`src/rtl/cpu_sequencer.sv`:
```
// Multi-cycle fetch/decode/execute/memory/writeback sequencer with a data-memory timeout trap.
// Optional retired-instruction counter enabled by defining SEQ_PERF_CNT_EN.
module cpu_sequencer #(
   parameter int unsigned TMO_W = 4,
   parameter int unsigned CNT_W = 16
) (
   input  logic             clk,
   input  logic             rst_n,
   input  logic             i_start,
   input  logic             i_dec_mem_rd,
   input  logic             i_dec_mem_wr,
   input  logic             i_dec_branch,
   input  logic             i_dec_halt,
   input  logic             i_branch_taken,
   input  logic             i_mem_ready,
   output logic             o_ir_load,
   output logic             o_pc_inc,
   output logic             o_pc_ld,
   output logic             o_reg_wr_en,
   output logic             o_mem_rd_req,
   output logic             o_mem_wr_req,
   output logic             o_busy,
   output logic             o_done,
   output logic             o_err,
   output logic [2:0]       o_state,
   output logic [CNT_W-1:0] o_ret_cnt
);

   typedef enum logic [2:0] {
      S_IDLE   = 3'd0,
      S_FETCH  = 3'd1,
      S_DECODE = 3'd2,
      S_EXEC   = 3'd3,
      S_MEM    = 3'd4,
      S_WB     = 3'd5,
      S_HALT   = 3'd6,
      S_ERR    = 3'd7
   } state_t;

   // Last wait count before the trap: the cycle on which tmo would reach 2**TMO_W-1.
   localparam logic [TMO_W-1:0] TMO_LAST = TMO_W'((1 << TMO_W) - 2);

   state_t           r_state;
   state_t           w_next;
   logic [TMO_W-1:0] r_tmo;
   logic             w_store_done;

   assign w_store_done = (r_state == S_MEM) & i_mem_ready & i_dec_mem_wr & ~i_dec_mem_rd;

   // State register
   always_ff @(posedge clk or negedge rst_n) begin
      if (!rst_n) r_state <= S_IDLE;
      else        r_state <= w_next;
   end

   // Memory-wait timeout counter, cleared on entry to MEM
   always_ff @(posedge clk or negedge rst_n) begin
      if (!rst_n)                                 r_tmo <= '0;
      else if (r_state == S_EXEC)                 r_tmo <= '0;
      else if (r_state == S_MEM && !i_mem_ready)  r_tmo <= r_tmo + TMO_W'(1);
   end

   // Next-state logic
   always_comb begin
      w_next = r_state;
      case (r_state)
         S_IDLE:   if (i_start) w_next = S_FETCH;
         S_FETCH:  w_next = S_DECODE;
         S_DECODE: begin
            if (i_dec_halt)                       w_next = S_HALT;
            else if (i_dec_mem_rd & i_dec_mem_wr) w_next = S_ERR;
            else                                  w_next = S_EXEC;
         end
         S_EXEC:   w_next = (i_dec_mem_rd | i_dec_mem_wr) ? S_MEM : S_WB;
         S_MEM: begin
            if (i_mem_ready)             w_next = w_store_done ? S_FETCH : S_WB;
            else if (r_tmo == TMO_LAST)  w_next = S_ERR;
         end
         S_WB:     w_next = S_FETCH;
         S_HALT:   if (!i_start) w_next = S_IDLE;
         S_ERR:    w_next = S_ERR;
         default:  w_next = S_IDLE;
      endcase
   end

   // Moore strobes; only the MEM/WB PC strobes look at the handshake/branch inputs
   always_comb begin
      o_ir_load    = 1'b0;
      o_pc_inc     = 1'b0;
      o_pc_ld      = 1'b0;
      o_reg_wr_en  = 1'b0;
      o_mem_rd_req = 1'b0;
      o_mem_wr_req = 1'b0;
      o_busy       = 1'b0;
      o_done       = 1'b0;
      o_err        = 1'b0;
      case (r_state)
         S_FETCH: begin
            o_ir_load = 1'b1;
            o_busy    = 1'b1;
         end
         S_DECODE, S_EXEC: o_busy = 1'b1;
         S_MEM: begin
            o_busy       = 1'b1;
            o_mem_rd_req = i_dec_mem_rd;
            o_mem_wr_req = i_dec_mem_wr;
            o_pc_inc     = w_store_done;
         end
         S_WB: begin
            o_busy      = 1'b1;
            o_reg_wr_en = ~i_dec_branch;
            o_pc_ld     = i_dec_branch & i_branch_taken;
            o_pc_inc    = ~(i_dec_branch & i_branch_taken);
         end
         S_HALT:  o_done = 1'b1;
         S_ERR:   o_err  = 1'b1;
         default: ;
      endcase
   end

   assign o_state = r_state;

`ifdef SEQ_PERF_CNT_EN
   logic [CNT_W-1:0] r_ret_cnt;
   logic             w_retire;

   assign w_retire = (r_state == S_WB) | w_store_done;

   // Retired-instruction counter, wraps naturally
   always_ff @(posedge clk or negedge rst_n) begin
      if (!rst_n)        r_ret_cnt <= '0;
      else if (w_retire) r_ret_cnt <= r_ret_cnt + CNT_W'(1);
   end

   assign o_ret_cnt = r_ret_cnt;
`else
   assign o_ret_cnt = '0;
`endif

endmodule

```
`config.mk`:
```
export PLATFORM = sky130hd
export DESIGN_NAME = cpu_sequencer
export DESIGN_NICKNAME = d
export VERILOG_FILES = /design/src/rtl/cpu_sequencer.sv
export SDC_FILE = /design/constraint.sdc
export NUM_CORES = 1
export LEC_CHECK = 0
export CORE_UTILIZATION = 30
export CTS_CLUSTER_SIZE = 40
export DETAILED_ROUTE_END_ITERATION = 8
export PLACE_DENSITY = 0.76
export SYNTH_ARGS = -nofsm -noshare
export SYNTH_HDL_FRONTEND = slang
export SYNTH_SLANG_ARGS = --single-unit
export TNS_END_PERCENT = 1
```
`constraint.sdc`:
```
create_clock -name clk -period 1.7 [get_ports clk]
set_input_delay 0.34 -clock clk [delete_from_list [all_inputs] [get_ports clk]]
set_output_delay 0.34 -clock clk [all_outputs]
set_load 0.01 [all_outputs]
```
==> flow_metrics.py <==
metrics = {
    "final_layout": {
        "antennaDiodeCount": 0,
        "multi_input_area_um2": 430,
        "drive_gt1_frac": 0.293,
        "seq_area_um2": 176,
        "stdcell_area_um2": 973,
        "fillers": 220,
        "area_delta_synth_final_pct": 40.4,
        "final_cells": 144,
        "nets": 128,
        "final_util": 0.444,
    },
    "outcome": {
        "status": "complete, no violations",
    },
    "clock_network": {
        "ctsHtreeMaxLevel": 1,
        "cts_tree": "yes",
        "cts_setup_buffers": 0,
        "cts_sinks": 7,
        "clkLatencyLatePin_ns": 0.26,
        "ctsLongestPathBuffers": 2,
        "hold_buffers": 0,
        "root_buffer": "clkbuf_4",
        "clk_pin_slew_worst_paths_ns": 0.06,
        "cts_made_buffers": 3,
    },
    "drt": {
        "drt_first_iter_violations": 10,
        "drt-vias-per-instance": 4.60,
        "via_count": 663,
        "drcViolationCount": 0,
        "wl_per_cell_um": 10.9,
        "drt_wl_total_um": 1570,
        "antenna_left": 0,
        "first_pass_iters": 3,
    },
    "sta": {
        "clock_skew_ns": 0.0106,
        "finalHoldViolCount": 0,
        "holdWs_ns": 0.349,
        "finalCriticalPeriod_ns": 1.67,
        "setup_violations": 0,
        "rsz0062_at_grt": "true",
        "fin_crit_sh": 0.983,
        "maxSlewViolCount": 0,
        "clock.fmax_mhz": 598,
    },
    "hold_path": {
        "hold_path_class": "input port to async pin",
    },
    "yosys": {
        "postSynthCellCount": 83,
        "avgSynthCellArea_um2": 8.35,
        "seq_area_frac_synth": 0.253,
        "syn_area_um2": 693,
        "synth_cell_types": 31,
        "synth.area.top_cells": "dfrtp_1 (25%), buf_4 (18%), a21oi_1 (6.5%)",
        "synth_top_cell_by_area": "dfrtp_1",
        "yosysWarnings": 0,
        "synth_top_cell_area_share": 0.253,
        "ys_ff_latch": 7,
    },
    "floorplanning": {
        "coreArea_mm2": 0.00219,
        "rows": 17,
        "dieArea_mm2": 0.00251,
        "die_x_um": 50.1,
        "die_y_um": 50.1,
        "num_io_pins": 37,
        "start_util": 0.316,
    },
    "place": {
        "portBuffers": 20,
        "hpwl_um": 1250,
        "placed_area_um2": 937,
        "place.gp.congestion": 0.838,
        "dp.cells": 140,
    },
    "global_route": {
        "gr-total-overflow": 0,
        "grt_pass1_wl_um": 2720,
        "grt_max_degree": 10,
        "antenna_found_initial": 0,
        "grt_pass1_vias": 650,
        "grt_usage": 0.145,
    },
    "worst_setup_path": {
        "worstSetupPathType": "input port to primary output",
        "cp-start-kind": "input port",
        "cp_max_fo": 2,
        "critPathArrivalTime_ns": 1.33,
        "required_ns": 1.36,
        "crit_path_start": "i_dec_mem_rd",
        "rr_startpoint": "o_state[1]$_DFFE_PN0P_",
        "end_kind": "primary output",
    },
    "pwr": {
        "p_leak_nw": 0.454,
        "total_power_w": 0.00149,
        "power_density_mw_per_mm2": 1530,
        "ir_drop_uv": 634,
    },
    "flow_run": {
        "cap_viol_max_count": 0,
    },
}
-- cells by family (layout without fill, tap and decap cells) --
logic type | count (synthesis) | in the layout | share of synthesized area
other | 1 | 16 | 0.00541
buffers and inverters | 24 | 42 | 0.247
adders and majority gates | 2 | 2 | 0.0361
AOI/OAI and AO/OA | 23 | 23 | 0.226
and+or+nand+nor | 26 | 26 | 0.233
DFF | 7 | 7 | 0.253
-- report_power, final --
group | internal [W] | leakage, nW | switching, W
combinational | 0.000507 | 0.350 | 0.000514
sequential | 0.000228 | 0.0888 | 0.0000861
clock | 0.0000898 | 0.0150 | 0.0000648
-- sequential cells by signal (all words and copies together) (netlist names) --
register,count
r_tmo,4
o_state,3
-- stage by stage --
stage,setup TNS [ns],setup WS [ns]
finish,0,0.0281
CTS,-0.118,-0.117
detailed placement,-1.25,-0.378
global placement,-1.06,-0.324
floorplan,0,0.230
global route,-0.0696,-0.0398
-- Yosys cell counts (all sizes together) --
cell     n
a211oi   4
a21oi    9
a311oi   2
a31o     1
a31oi    2
and2     1
and3     2
and4b    1
buf     21
conb     1
dfrtp    7
ha       2
inv      3
nand2    3
nand2b   1
nand3    1
nor2     7
nor2b    1
nor3     4
nor3b    3
nor4     1
o211ai   1
o21ai    2
o21bai   1
o31ai    1
or3      1
-- worst max-delay path: stages --
cell	delay, ns
clkdlybuf4s50_1	0.48
inv_1	0.07
a31oi_2	0.24
nor3b_2	0.07
clkbuf_2	0.13
-- cell usage in the layout (no fill, tap or decap), types with 2 or more instances in the layout --
| cell type | synthesis | routed |
|---|---|---|
| nor3b_2 | 0 | 2 |
| o21ai_0 | 2 | 2 |
| clkdlybuf4s15_1 | 0 | 2 |
| buf_6 | 2 | 2 |
| a21oi_1 | 9 | 9 |
| clkdlybuf4s50_1 | 0 | 9 |
| clkbuf_2 | 0 | 4 |
| dfrtp_1 | 7 | 6 |
| ha_1 | 2 | 2 |
| and3_1 | 2 | 2 |
| buf_4 | 17 | 13 |
| nand2_1 | 3 | 3 |
| conb_1 | 1 | 16 |
| inv_1 | 3 | 3 |
| a311oi_1 | 2 | 2 |
| dlygate4sd2_1 | 0 | 5 |
| nor2_2 | 2 | 2 |
| a211oi_2 | 2 | 2 |
| clkbuf_4 | 0 | 3 |
| nor2_1 | 5 | 5 |
| nor3_2 | 2 | 2 |
| a211oi_1 | 2 | 2 |
-- what timing repair did --
item                                    4_1_cts  5_1_grt
endpoints found under the setup margin       11        6
pin swaps                                     0        1
gates resized for setup                      15       14
-- per-layer routing --
layer	track usage	wire length, um	vias to the layer above
met5	0	0	-
met4	0.0429	18	0
met2	0.256	793	19
met3	0.0648	86	5
met1	0.153	669	310
li1	-	-	329
-- worst paths after layout --
path | cells after the start | slack (ns) | to
worst max-delay path | 5 | 0.03 | o_pc_inc
worst min-delay path | 1 | 0.35 | r_tmo[1]$_DFFE_PN0P_
worst max register to register | 5 | 0.31 | o_state[0]$_DFFE_PN0P_
worst min register to register | 1 | 0.53 | r_tmo[3]$_DFFE_PN0P_
max in group asynchronous | 1 | 1.07 | o_state[2]$_DFFE_PN0P_
min in group clk | 1 | 0.53 | r_tmo[3]$_DFFE_PN0P_
-- area by class of cell --
type | count | share of cell area
clock buffers | 4 | 0.0270
inverters | 3 | 0.0116
multi-input cells | 67 | 0.442
flip-flops and latches | 7 | 0.181
well taps | 28 | 0.0360
repair buffers | 35 | 0.302
(Power assumes the default switching activity.)
